$ cat src/rtl/fp_mult_seq.sv
// Multi-cycle IEEE-754-style multiplier: radix-2 shift-add mantissa product, RNE rounding, zero/inf/NaN fast path.
// Latency: MAN_W+3 edges (accept edge included) on the normal path, 2 edges on the special fast path; one op in flight.
// Backpressure: result and flags held in DONE until out_ready; in_ready is high only in IDLE.
module fp_mult_seq #(
  parameter int EXP_W = 8,
  parameter int MAN_W = 23
) (
  input  logic                   clk,
  input  logic                   rst_n,
  input  logic                   in_valid,
  output logic                   in_ready,
  input  logic [EXP_W+MAN_W:0]   a,
  input  logic [EXP_W+MAN_W:0]   b,
  output logic                   out_valid,
  input  logic                   out_ready,
  output logic [EXP_W+MAN_W:0]   result,
  output logic                   overflag,
  output logic                   underflag,
  output logic                   invalid
);
  localparam int W  = 1 + EXP_W + MAN_W;
  localparam int PW = 2 * (MAN_W + 1);
  localparam int EW = EXP_W + 2;
  localparam int CW = $clog2(MAN_W + 2);
  localparam logic [EW-1:0]        BIAS = EW'((1 << (EXP_W - 1)) - 1);
  localparam logic signed [EW-1:0] EMAX = EW'((1 << EXP_W) - 1);
  localparam logic [W-1:0]         QNAN = {1'b0, {EXP_W{1'b1}}, 1'b1, {(MAN_W-1){1'b0}}};

  typedef enum logic [1:0] {IDLE, MUL, NORM, DONE} state_t;

  state_t                 state_q, state_d;
  logic [MAN_W:0]         ma_q, mb_q;
  logic [PW-1:0]          acc_q;
  logic [CW-1:0]          cnt_q;
  logic signed [EW-1:0]   exp_q;
  logic                   sign_q;
  logic                   spec_q;
  logic                   spec_inv_q;
  logic [W-1:0]           spec_res_q;

  // operand classification (exp all-ones = inf/NaN, exp zero = zero or flushed subnormal)
  logic [EXP_W-1:0] a_exp, b_exp;
  logic [MAN_W-1:0] a_frac, b_frac;
  logic a_max, a_min, b_max, b_min, a_nan, b_nan, a_inf, b_inf;
  logic in_sign, any_special, accept;

  assign a_exp       = a[W-2:MAN_W];
  assign b_exp       = b[W-2:MAN_W];
  assign a_frac      = a[MAN_W-1:0];
  assign b_frac      = b[MAN_W-1:0];
  assign a_max       = &a_exp;
  assign b_max       = &b_exp;
  assign a_min       = ~|a_exp;
  assign b_min       = ~|b_exp;
  assign a_nan       = a_max & (|a_frac);
  assign b_nan       = b_max & (|b_frac);
  assign a_inf       = a_max & ~(|a_frac);
  assign b_inf       = b_max & ~(|b_frac);
  assign in_sign     = a[W-1] ^ b[W-1];
  assign any_special = a_max | a_min | b_max | b_min;
  assign accept      = in_valid & in_ready;

  // special-value result selected at accept time
  logic [W-1:0] spec_res;
  logic         spec_inv;
  always_comb begin
    spec_res = {in_sign, {(W-1){1'b0}}};
    spec_inv = 1'b0;
    if (a_nan | b_nan | (a_inf & b_min) | (a_min & b_inf)) begin
      spec_res = QNAN;
      spec_inv = 1'b1;
    end else if (a_inf | b_inf) begin
      spec_res = {in_sign, {EXP_W{1'b1}}, {MAN_W{1'b0}}};
    end
  end

  // normalise, round to nearest even and range-check the finished product
  logic                 msb, grd, stk, rnd, ovf, unf;
  logic [MAN_W-1:0]     frac_n;
  logic [MAN_W:0]       frac_sum;
  logic signed [EW-1:0] exp_r;
  logic [W-1:0]         norm_res;
  always_comb begin
    msb = acc_q[PW-1];
    if (msb) begin
      frac_n = acc_q[2*MAN_W:MAN_W+1];
      grd    = acc_q[MAN_W];
      stk    = |acc_q[MAN_W-1:0];
    end else begin
      frac_n = acc_q[2*MAN_W-1:MAN_W];
      grd    = acc_q[MAN_W-1];
      stk    = |acc_q[MAN_W-2:0];
    end
    rnd      = grd & (stk | frac_n[0]);
    frac_sum = {1'b0, frac_n} + {{MAN_W{1'b0}}, rnd};
    // a carry out leaves frac_sum[MAN_W-1:0] all zero, so only the exponent needs bumping
    exp_r    = exp_q + EW'(msb) + EW'(frac_sum[MAN_W]);
    ovf      = (exp_r >= EMAX);
    unf      = exp_r[EW-1] | (exp_r == '0);
    norm_res = {sign_q, exp_r[EXP_W-1:0], frac_sum[MAN_W-1:0]};
    if (ovf)      norm_res = {sign_q, {EXP_W{1'b1}}, {MAN_W{1'b0}}};
    else if (unf) norm_res = {sign_q, {(W-1){1'b0}}};
  end

  // one multiplier bit per cycle, LSB first
  logic [PW-1:0] addend;
  assign addend = mb_q[0] ? (PW'(ma_q) << cnt_q) : '0;

  // state register
  always_ff @(posedge clk or negedge rst_n) begin
    if (!rst_n) state_q <= IDLE;
    else        state_q <= state_d;
  end

  // next-state logic
  always_comb begin
    state_d = state_q;
    case (state_q)
      IDLE: if (accept) state_d = any_special ? NORM : MUL;
      MUL:  if (cnt_q == CW'(MAN_W)) state_d = NORM;
      NORM: state_d = DONE;
      DONE: if (out_ready) state_d = IDLE;
      default: state_d = IDLE;
    endcase
  end

  // handshake outputs decoded from state
  always_comb begin
    in_ready  = (state_q == IDLE);
    out_valid = (state_q == DONE);
  end

  // datapath: operand capture, accumulation, result and flag registers
  always_ff @(posedge clk or negedge rst_n) begin
    if (!rst_n) begin
      ma_q       <= '0;
      mb_q       <= '0;
      acc_q      <= '0;
      cnt_q      <= '0;
      exp_q      <= '0;
      sign_q     <= 1'b0;
      spec_q     <= 1'b0;
      spec_inv_q <= 1'b0;
      spec_res_q <= '0;
      result     <= '0;
      overflag   <= 1'b0;
      underflag  <= 1'b0;
      invalid    <= 1'b0;
    end else begin
      case (state_q)
        IDLE: if (accept) begin
          ma_q       <= {1'b1, a_frac};
          mb_q       <= {1'b1, b_frac};
          acc_q      <= '0;
          cnt_q      <= '0;
          exp_q      <= EW'(a_exp) + EW'(b_exp) - BIAS;
          sign_q     <= in_sign;
          spec_q     <= any_special;
          spec_inv_q <= spec_inv;
          spec_res_q <= spec_res;
        end
        MUL: begin
          acc_q <= acc_q + addend;
          mb_q  <= mb_q >> 1;
          cnt_q <= cnt_q + 1'b1;
        end
        NORM: begin
          result    <= spec_q ? spec_res_q : norm_res;
          invalid   <= spec_q & spec_inv_q;
          overflag  <= ~spec_q & ovf;
          underflag <= ~spec_q & unf;
        end
        DONE: if (out_ready) begin
          overflag  <= 1'b0;
          underflag <= 1'b0;
          invalid   <= 1'b0;
        end
        default: ;
      endcase
    end
  end
endmodule

$ cat config.mk
export PLATFORM = sky130hd
export DESIGN_NAME = fp_mult_seq
export DESIGN_NICKNAME = d
export VERILOG_FILES = /design/src/rtl/fp_mult_seq.sv
export SDC_FILE = /design/constraint.sdc
export NUM_CORES = 1
export LEC_CHECK = 0
export BUFFER_PORTS_ARGS = -buffer_cell sky130_fd_sc_hd__buf_2
export CORE_ASPECT_RATIO = 0.9
export CORE_MARGIN = 2
export CORE_UTILIZATION = 29
export DETAILED_ROUTE_END_ITERATION = 10
export PLACE_DENSITY = 0.49
export SYNTH_ARGS = -nofsm -noshare
export SYNTH_HDL_FRONTEND = slang
export SYNTH_SLANG_ARGS = --single-unit
export TNS_END_PERCENT = 50
$ cat constraint.sdc
create_clock -name clk -period 4.8 [get_ports clk]
set_clock_uncertainty 0.2 [all_clocks]
set_input_delay 0.72 -clock clk [delete_from_list [all_inputs] [get_ports clk]]
set_output_delay 0.72 -clock clk [all_outputs]
set_load 0.01 [all_outputs]
## Yosys cells after proc, flatten, opt, wreduce, memory -nomap -nowiden

Cells that the tools add are included.
W data, S select, Z words.

- Register bits: 183
- Bits in latches: 0
- Memory bits (writable): 0
- ROM bits: 0
- Bits of input ports: 68
- Output and inout port bits: 37
- Logic and storage cells: 97
- Memories: 0

- Add/subtract/negate cells: 7
- Multipliers: 0
- Div/mod/pow operators: 0
- Order comparisons: 1
- Eq/ne operators: 7
- Shift operators: 1
- Muxes and demuxes: 25
- Bitwise logic cells: 24
- Reduce and logical (&&, ||, !) cells: 18

Operators with widths:

| cell | count |
|---|---|
| $mux W48 | 2 |
| $pmux W48 S2 | 1 |
| $mux W31 | 3 |
| $reduce_or A23 Y1 | 3 |
| $mux W32 | 2 |
| $add A48 B48 Y48 | 1 |
| $pmux W24 S2 | 1 |
| $shl A24 B5 Y48 | 1 |
| $add A23 B1 Y24 | 1 |
| $mux W24 | 1 |
| $mux W23 | 1 |
| $reduce_or A22 Y1 | 1 |
| $add A10 B1 Y10 | 2 |
| $reduce_and A8 Y1 | 2 |
| $reduce_or A8 Y1 | 2 |
| $and A1 B1 Y1 | 11 |
| $ge A10 B9 Y1 const B | 1 |
| $logic_not A10 Y1 | 1 |
| $pmux W5 S2 | 1 |
| $sub A9 B7 Y10 const B | 1 |
| $add A8 B8 Y9 | 1 |
| $or A1 B1 Y1 | 9 |
| $mux W2 | 4 |
| $pmux W2 S4 | 1 |
| 16 further kinds | 29 |

## Longest topological paths before layout

Gate-level depths: netlist (run 1).

- Depth after elaboration: 11
- Depth in mapped cells: 22

## Least setup slack after synthesis (run 1)

No wires, ideal clock.

- Kind: reg2reg
- From: register cnt_q[0]
- To: register acc_q[47]
- Setup time: 0.140 ns
- Arrival: 4.173 ns
- Data required time: 4.460 ns
- Setup slack: 0.287 ns
- Stages on the path, launching flop included: 21
- Period minus slack after synthesis: 4.513 ns
- Cell sequence: dfrtp_1 buf_2 buf_2 clkbuf_1 mux2i_1 a21oi_1 a21oi_1 mux2_2 a211oi_1 ha_1 buf_2 a21oi_1 o21ai_1 a211oi_2 o21ai_1 nor3_2 a21oi_2 o211a_1 a2111oi_4 mux2i_1 o221ai_1

- Word-level cells in the longest chain between the ends: 4

RTL lines:

| item | RTL line | source |
|---|---|---|
| from (decl) | 34 | `logic [CW-1:0] cnt_q;` |
| from (signal assigned) | 165 | `cnt_q <= cnt_q + 1'b1;` |
| $shl A24 B5 Y48 | 107 | `assign addend = mb_q[0] ? (PW'(ma_q) << cnt_q) : '0;` |
| $mux W48 | 107 |  |
| $add A48 B48 Y48 | 163 | `acc_q <= acc_q + addend;` |
| $pmux W48 S2 | 150 | `case (state_q)` |
| to (signal assigned) | 163 |  |
| to (decl) | 33 | `logic [PW-1:0] acc_q;` |

Every way passes these cells.
A chain may end at the register's enable or synchronous reset.

## Worst setup path in the final report (run 1)

Same ends and word-level chain as after synthesis.

==> metrics.cfg, run 1 <==
[detailed_routing]
first_iter_violations = 669
viasPerCell = 5.12
dr.pass1.iters = 6
wire_per_inst_um = 16.9
wl_um = 34300
ant_nets = 0
drc = 0
via_count = 10400

[outcome]
status = complete, no violations

[sta]
min_period_ps = 4600
hold_viol_final = 0
max_slew_margin_pct = 31.5
worstMarginPinSlew_ps = 1030
timing.setup.tns_ps = 0
rsz0062_at_grt = true
timing.final.setup_violations = 0
fin_crit_sh_pct = 95.9
max_freq_mhz = 217
hold_slack_ps = 136
maxSlewViolCount = 0

[place]
port_buffers = 104
dp.cells = 2000
hpwl_um = 26600
gp_congestion = 0.928

[yosys]
ys_seq_elements = 153
yosysWarningCount = 0
synth-main-ff-cell = dfrtp_1
synth_top_area_cell = dfrtp_1
synth_edf_count = 0
yosysTopAreaCellShare_pct = 32.4
synth_nets = 1532
syn-cell-area_mm2 = 0.0118
synthMostInstantiatedCell = nand2_1
synthTopCellsByArea = dfrtp_1 (32%), ha_1 (7.2%), o21ai_0 (5.9%)
synth_common_cells = nand2_1 (177), dfrtp_1 (153), o21ai_0 (139)
synth_seq_area_share_pct = 32.4
syn-instance-count = 1393
synthArstFlopShare_pct = 100
avgSynthCellArea_um2 = 8.48
synth_cell_type_count = 78

[grt]
gr-usage-all-layers_pct = 16.5
grt.overflow.total = 0
grt_antenna_before_repair = 0
grt_pass1_wl_um = 55800
grt_pass1_vias = 9904
grt_start_max_net_pins = 83

[die]
placementRows = 70
die_x_um = 217
core_mm2 = 0.0404
io_pins = 105
dieHeight_um = 196
start_util_pct = 29.3
dieArea_mm2 = 0.0424

[clock_network]
htreeDepth = 4
root_buffer = clkbuf_16
clkTransAtPathRegs_ps = 70
clk_latency_ps = 440
clockBufferDepth = 2
clock-sinks = 153
hold_buffers = 0
cts_tree = built
cts_buffers = 17

[worst_setup_path]
critical_path.cell_chain = buf_4, buf_4, mux2_2, o21ai_0, buf_4, nor2_1, a21oi_1, nor2b_1, a211oi_1, ha_1, and4_1, nand3_1, or4_1, a31oi_1, nor3_2, a21oi_2, o211a_1, a2111oi_4, xnor2_1, o221ai_1
crit_buf_inv = 3
start_kind = flop
slowest_stage = or4_1
crit_family = compound AO/OA/AOI/OAI gates
cp.required_ps = 4890
cpMostUsedCell = buf_4
worstPathArrival_ps = 4690
worstSetupPathType = flop to flop
end_kind = flop
slowest_delay_ps = 420
cp_max_fo = 9

[min_path]
hp-class = primary input to async pin

[run]
drv_cap = 0

[finish]
finish.utilization_pct = 33.9
finalNonFillerCells = 2032
antenna_cells = 0
area_growth_pct = 15.8
drive_gt1_share_pct = 17.7
fillers = 4190
nNetsFinal = 1618

[power]
p_total_mw = 9.37
p_int_mw = 4.87
cellLeakagePower_nw = 5.97
p_sw_share_pct = 48.0
p_sw_mw = 4.50
p_comb_share_pct = 59.7
p_clk_share_pct = 14.2
pwr-share-seq_pct = 26.1
p_per_area_mw_per_mm2 = 685
vdd.ir_drop.worst_mv = 0.294

==> worst reg2reg max path, cell delays in order (launching register included) <==
cell,delay (ps)
dfrtp_1,390
buf_4,180
buf_4,180
mux2_2,350
o21ai_0,240
buf_4,170
nor2_1,30
a21oi_1,160
nor2b_1,170
a211oi_1,70
ha_1,320
and4_1,280
nand3_1,120
or4_1,420
a31oi_1,230
nor3_2,110
a21oi_2,240
o211a_1,230
a2111oi_4,70
xnor2_1,170
o221ai_1,130
==> cell usage in the layout, fill, tap and decap left out, drive strengths merged, types with 25 or more instances in the layout <==
cell type,Yosys,layout
a21o,30,30
xor2,44,44
dfrtp,153,153
nand3,36,36
o2bb2ai,25,25
nand4,25,25
a21oi,97,97
ha,68,68
inv,43,44
nor2,94,94
buf,22,154
o21ai,147,147
xnor2,47,47
mux2i,50,50
nand2,177,177
mux2,42,42
==> power groups by stage <==
stage | registers (mW) | logic [mW] | clock network, mW
finish | 2.45 | 5.59 | 1.33
global route | 2.54 | 6.22 | 1.42
CTS | 2.45 | 5.53 | 1.37
detailed placement | 2.47 | 5.51 | 0
global placement | 2.46 | 5.50 | 0
floorplan | 2.22 | 4.01 | 0
==> worst paths after layout <==
| kind | from | endpoint | slack (ps) | cells after the start |
|---|---|---|---|---|
| worst min register to register | spec_res_q[31]$_DFFE_PN0P_ | spec_res_q[31]$_DFFE_PN0P_ | 280 | 2 |
| worst max-delay path | cnt_q[0]$_DFFE_PN0P_ | acc_q[47]$_DFFE_PN0P_ | 200 | 20 |
| max in group asynchronous | rst_n | result[9]$_DFFE_PN0P_ | 3380 | 2 |
| worst max register to register | cnt_q[0]$_DFFE_PN0P_ | acc_q[47]$_DFFE_PN0P_ | 200 | 20 |
| min in group clk | spec_res_q[31]$_DFFE_PN0P_ | spec_res_q[31]$_DFFE_PN0P_ | 280 | 2 |
| worst min-delay path | rst_n | mb_q[13]$_DFFE_PN0P_ | 140 | 1 |
==> metal layers <==
layer | part of all wire [%] | vias to the layer above | wire length (µm) | track usage (%)
li1 | - | 5214 | - | -
met1 | 53 | 4920 | 18100 | 25.3
met2 | 41 | 237 | 14100 | 23.4
met3 | 4.4 | 34 | 1520 | 2.91
met4 | 1.6 | 0 | 558 | 4.44
met5 | 0 | - | 0 | 0
==> final cells by class <==
type | instances | area, µm² | area share (%)
Sequential cell | 153 | 3830 | 28.0
Multi-Input combinational cell | 1109 | 7510 | 54.9
Timing Repair Buffer | 154 | 931 | 6.81
Inverter | 44 | 165 | 1.21
Tap cell | 540 | 676 | 4.94
Clock inverter | 12 | 128 | 0.933
Clock buffer | 20 | 437 | 3.19
==> what timing repair did <==
action | in CTS | in global routing
resized for setup | 0 | 14
endpoints found under the setup margin | 0 | 31
buffers inserted | 0 | 0
==> through the flow <==
step,setup WS (ps),cell area [µm²]
after floorplan,287,11800
after global placement,220,13100
after detailed placement,168,13100
after CTS,159,13600
after global routing,-64.7,13700
final,197,13700
==> sequential cells by signal, indices dropped and copies added (netlist names) <==
name	cells
acc_q	48
result	32
ma_q	24
mb_q	24
exp_q	10
cnt_q	5
spec_res_q	3
state_q	2
invalid	1
overflag	1
sign_q	1
spec_q	1
underflag	1
==> kinds of logic (layout without fill, tap and decap cells) <==
family	count (synthesis)	after routing	share of synthesized area [%]
AND/OR/NAND/NOR	443	443	17.6
AO/OA/AOI/OAI	403	403	21.3
flip-flops	153	153	32.4
buffers and inverters	131	230	4.46
multiplexers	100	100	9.76
XOR/XNOR	91	91	6.74
adder cells (fa/ha/maj)	72	72	7.79
Note: power is estimated with default switching activity, not from simulation.
==> run 2, diff against run 1 <==
--- a/config.mk
+++ b/config.mk
@@ -11,6 +11,7 @@
 export CORE_UTILIZATION = 29
 export DETAILED_ROUTE_END_ITERATION = 10
 export PLACE_DENSITY = 0.49
+export SETUP_SLACK_MARGIN = 0.2
 export SYNTH_ARGS = -nofsm -noshare
 export SYNTH_HDL_FRONTEND = slang
 export SYNTH_SLANG_ARGS = --single-unit
==> metrics.cfg, run 2 (same netlist as run 1, synthesis figures left out) <==
[detailed_routing]
wl_um = 34500
first_iter_violations = 729
via_count = 10400
drc = 0
viasPerCell = 5.13
ant_nets = 0
dr.pass1.iters = 7
wire_per_inst_um = 16.9

[worst_setup_path]
cp.required_ps = 4890
worstPathArrival_ps = 4640
crit_family = compound AO/OA/AOI/OAI gates
slowest_delay_ps = 570
worstSetupPathType = flop to flop
slowest_stage = or4_1
critical_path.cell_chain = buf_12, mux4_2, mux2i_1, nand2_1, o21ai_0, buf_4, o22ai_1, ha_1, buf_4, nand4_1, or4_1, a31oi_2, nor3_2, a21oi_2, o211a_1, a2111oi_4, xnor2_1, o221ai_1
start_kind = flop
crit_buf_inv = 3
cp_max_fo = 11
end_kind = flop
cpMostUsedCell = buf_4

[finish]
drive_gt1_share_pct = 20.1
final_cell_mix = nand2_1 (176), dfrtp_1 (151), o21ai_0 (125)
final-seq-area_mm2 = 0.00383
antenna_cells = 0
largest_register_ffs = 48
nNetsFinal = 1622
fillers = 4191
layout_commonest_cell = nand2_1
area_growth_pct = 17.5
multi_input_area_mm2 = 0.00764
top_regs = acc_q x48, result x32
regMostFlops = acc_q
fin_area_mm2 = 0.0139

[sta]
timing.final.setup_violations = 0
min_period_ps = 4550
maxSlewViolCount = 0
hold_slack_ps = 138
max_freq_mhz = 220
fin_crit_sh_pct = 94.8
worstMarginPinSlew_ps = 1030
max_slew_margin_pct = 31.6
rsz0062_at_grt = true
timing.setup.tns_ps = 0
hold_viol_final = 0

[grt]
grt_antenna_before_repair = 0
grt_pass1_wl_um = 55800
grt.overflow.total = 0
gr-usage-all-layers_pct = 16.5
grt_pass1_vias = 9912
grt_start_max_net_pins = 83

[min_path]
hp-class = primary input to async pin

[clock_network]
root_buffer = clkbuf_16
cts_tree = built
clk_latency_ps = 440
clock-sinks = 153
htreeDepth = 4
cts_buffers = 17
clockBufferDepth = 2
clkTransAtPathRegs_ps = 70
hold_buffers = 0

[power]
p_per_area_mw_per_mm2 = 690
cellLeakagePower_nw = 6.01
vdd.ir_drop.worst_mv = 0.294

[outcome]
status = complete, no violations

[place]
placed_area_mm2 = 0.0131
hpwl_um = 26600
gp_congestion = 0.928
port_buffers = 104

[die]
start_util_pct = 29.3
dieArea_mm2 = 0.0424
io_pins = 105
core_mm2 = 0.0404
die_x_um = 217
dieHeight_um = 196
placementRows = 70

[run]
drv_cap = 0

[run 2: repair_timing]
| action | in CTS | in global routing |
|---|---|---|
| buffers inserted | 1 | 2 |
| resized for setup | 3 | 58 |
| setup endpoints to repair | 1 | 47 |
| pin swaps | 1 | 10 |
| cloned | 0 | 1 |
[run 2: routing by layer]
metal	vias to the layer above	track usage [%]	share of wire, %
li1	5217	-	-
met1	4936	25.3	52
met2	252	23.5	42
met3	35	2.91	4.4
met4	0	4.41	1.7
met5	-	0	0
[run 2: per-stage QoR]
| step | power, mW | util, % | setup slack (ps) | std cells |
|---|---|---|---|---|
| floorplan | 6.23 | - | 287 | 1393 |
| global placement | 7.96 | 32.4 | 220 | 2000 |
| detailed placement | 7.98 | 32.4 | 168 | 2000 |
| CTS | 9.36 | 33.8 | 205 | 2033 |
| global route | 10.4 | 34.4 | 129 | 2036 |
| finish | 9.57 | 34.4 | 251 | 2036 |
[run 2: final cells by class]
| class | instances | share of cell area, % |
|---|---|---|
| Sequential cell | 153 | 27.6 |
| Inverter | 44 | 1.22 |
| Clock buffer | 20 | 3.15 |
| Tap cell | 540 | 4.87 |
| Timing Repair Buffer | 158 | 7.17 |
| Clock inverter | 12 | 0.919 |
| Multi-Input combinational cell | 1109 | 55.1 |
[run 2: worst reg2reg max path, stage by stage (launching register included)]
cell,delay [ps]
dfrtp_2,430
buf_12,160
mux4_2,540
mux2i_1,380
nand2_1,90
o21ai_0,80
buf_4,140
o22ai_1,120
ha_1,330
buf_4,140
nand4_1,140
or4_1,570
a31oi_2,200
nor3_2,90
a21oi_2,220
o211a_1,210
a2111oi_4,50
xnor2_1,170
o221ai_1,130
[run 2: final timing paths]
| kind | startpoint | end | slack, ps | depth (start not counted) |
|---|---|---|---|---|
| worst min register to register | spec_res_q[31]$_DFFE_PN0P_ | spec_res_q[31]$_DFFE_PN0P_ | 280 | 2 |
| min in group clk | spec_res_q[31]$_DFFE_PN0P_ | spec_res_q[31]$_DFFE_PN0P_ | 280 | 2 |
| worst min-delay path | rst_n | mb_q[13]$_DFFE_PN0P_ | 140 | 1 |
| max in group asynchronous | rst_n | result[9]$_DFFE_PN0P_ | 3390 | 2 |
| worst max-delay path | cnt_q[0]$_DFFE_PN0P_ | acc_q[47]$_DFFE_PN0P_ | 250 | 18 |
| worst max register to register | cnt_q[0]$_DFFE_PN0P_ | acc_q[47]$_DFFE_PN0P_ | 250 | 18 |
[run 2: where the power goes]
group	total [mW]	internal, mW	switching [mW]
Combinational	5.78	2.39	3.40
Clock	1.33	0.763	0.565
Sequential	2.46	1.84	0.622
==> run 3, diff against run 2 <==
--- a/config.mk
+++ b/config.mk
@@ -7,7 +7,7 @@
 export LEC_CHECK = 0
 export BUFFER_PORTS_ARGS = -buffer_cell sky130_fd_sc_hd__buf_2
 export CORE_ASPECT_RATIO = 0.9
-export CORE_MARGIN = 2
+export CORE_MARGIN = 4
 export CORE_UTILIZATION = 29
 export DETAILED_ROUTE_END_ITERATION = 10
 export PLACE_DENSITY = 0.49
==> metrics.cfg, run 3 (same netlist as run 1, synthesis figures left out) <==
[worst_setup_path]
slowest_delay_ps = 450
cp.required_ps = 4890
end_kind = flop
cpMostUsedCell = nor2_1
worstSetupPathType = flop to flop
critical_path.cell_chain = buf_12, mux2_2, nor2_1, a21oi_1, a21oi_2, mux2_2, nor2_1, a21oi_1, nor2_1, ha_1, and4_4, nand3_1, or4_4, a31oi_4, nor3_4, a21oi_2, o211a_1, a2111oi_4, buf_4, xnor2_1, o221ai_1
cp_max_fo = 8
crit_buf_inv = 2
crit_family = compound AO/OA/AOI/OAI gates
start_kind = flop
worstPathArrival_ps = 4600
slowest_stage = or4_4

[clock_network]
hold_buffers = 0
htreeDepth = 4
clk_latency_ps = 450
clkTransAtPathRegs_ps = 60
clock-sinks = 153
cts_tree = built
cts_buffers = 17
clockBufferDepth = 2
root_buffer = clkbuf_16

[sta]
timing.final.setup_violations = 0
rsz0062_at_grt = true
max_slew_margin_pct = 29.3
min_period_ps = 4510
max_freq_mhz = 222
hold_slack_ps = 124
hold_viol_final = 0
fin_crit_sh_pct = 93.9
maxSlewViolCount = 0
worstMarginPinSlew_ps = 1060

[detailed_routing]
first_iter_violations = 1027
viasPerCell = 5.21
wire_per_inst_um = 17.6
wl_um = 36100
via_count = 10700
ant_nets = 0
drc = 0
dr.pass1.iters = 7

[power]
vdd.ir_drop.worst_mv = 0.315
p_total_mw = 9.97
cellLeakagePower_nw = 6.16
p_per_area_mw_per_mm2 = 701

[grt]
grt_antenna_before_repair = 1
gr-usage-all-layers_pct = 16.3
grt_pass1_wl_um = 56700
grt_start_max_net_pins = 83
grt_pass1_vias = 10200
grt.overflow.total = 0

[finish]
drive_gt1_share_pct = 23.4
antenna_cells = 0
top_regs = acc_q x48, result x32
largest_register_ffs = 48
regMostFlops = acc_q
fillers = 4151
final-seq-area_mm2 = 0.00383
nNetsFinal = 1641
multi_input_area_mm2 = 0.00780
final_cell_mix = nand2_1 (176), dfrtp_1 (150), o21ai_0 (122)
area_growth_pct = 20.4
layout_commonest_cell = nand2_1

[die]
die_x_um = 221
core_mm2 = 0.0399
dieHeight_um = 200
start_util_pct = 29.6
io_pins = 105
dieArea_mm2 = 0.0440
placementRows = 69

[place]
hpwl_um = 27300
port_buffers = 104
gp_congestion = 0.895

[min_path]
hp-class = primary input to async pin

[run]
drv_cap = 0

[outcome]
status = complete, no violations

[run 3: cell count changes in the layout (fill, tap and decap cells not counted), sizes merged]
| cell | previous run | this run |
|---|---|---|
| clkbuf | 21 | 23 |
| inv | 43 | 44 |
| buf | 157 | 175 |
| clkinv | 6 | 4 |
[run 3: final cells by class]
cell class	instances	share of cell area [%]
sequential	153	26.9
clock buffer	21	3.24
tap	532	4.68
clock inverter	11	0.845
multi-input combinational	1109	54.9
inverter	44	1.21
timing repair buffer	177	8.21
[run 3: worst paths after layout]
kind | start | to | slack [ps] | depth (start not counted)
setup / recovery | cnt_q[0]$_DFFE_PN0P_ | acc_q[47]$_DFFE_PN0P_ | 290 | 21
hold / removal | rst_n | mb_q[15]$_DFFE_PN0P_ | 120 | 1
setup reg to reg | cnt_q[0]$_DFFE_PN0P_ | acc_q[47]$_DFFE_PN0P_ | 290 | 21
hold reg to reg | mb_q[8]$_DFFE_PN0P_ | mb_q[8]$_DFFE_PN0P_ | 280 | 2
max in group asynchronous | rst_n | acc_q[26]$_DFFE_PN0P_ | 3370 | 2
min in group clk | mb_q[8]$_DFFE_PN0P_ | mb_q[8]$_DFFE_PN0P_ | 280 | 2
[run 3: stage by stage]
step / cell area, µm² / TNS (ps) / utilization [%] / setup WS [ps] / cells
floorplan: 11800 / 0 / - / 287 / 1393
global placement: 13100 / -47.2 / 32.9 / -47.2 / 1999
detailed placement: 13100 / -0.675 / 32.9 / -0.675 / 1999
CTS: 13700 / 0 / 34.4 / 215 / 2031
global route: 14200 / 0 / 35.7 / 120 / 2047
finish: 14200 / 0 / 35.7 / 292 / 2047
[run 3: routing by layer]
layer	global-route usage, %	wire, µm
met4	3.63	459
met1	24.7	18600
met3	3.16	1740
met5	0	0
met2	23.9	15300
[run 3: repair_timing]
item,4_1_cts,5_1_grt
setup endpoints to repair,1,48
pin swaps,4,26
buffers inserted,0,14
gates resized for setup,8,95
gates cloned,0,2
[run 3: where the power goes]
part	total, mW	internal [mW]	switching [mW]
clock network	1.36	0.791	0.570
registers	2.46	1.84	0.625
logic	6.14	2.58	3.56
total	9.97	5.21	4.76
[run 3: worst register-to-register path: stages, from the launching register on]
cell       delay [ps]
dfrtp_2           440
buf_12            150
mux2_2            360
nor2_1             90
a21oi_1            80
a21oi_2           260
mux2_2            230
nor2_1             50
a21oi_1           120
nor2_1             80
ha_1              360
and4_4            250
nand3_1           120
or4_4             450
a31oi_4           180
nor3_4             70
a21oi_2           210
o211a_1           200
a2111oi_4          60
buf_4             150
xnor2_1           140
o221ai_1          110
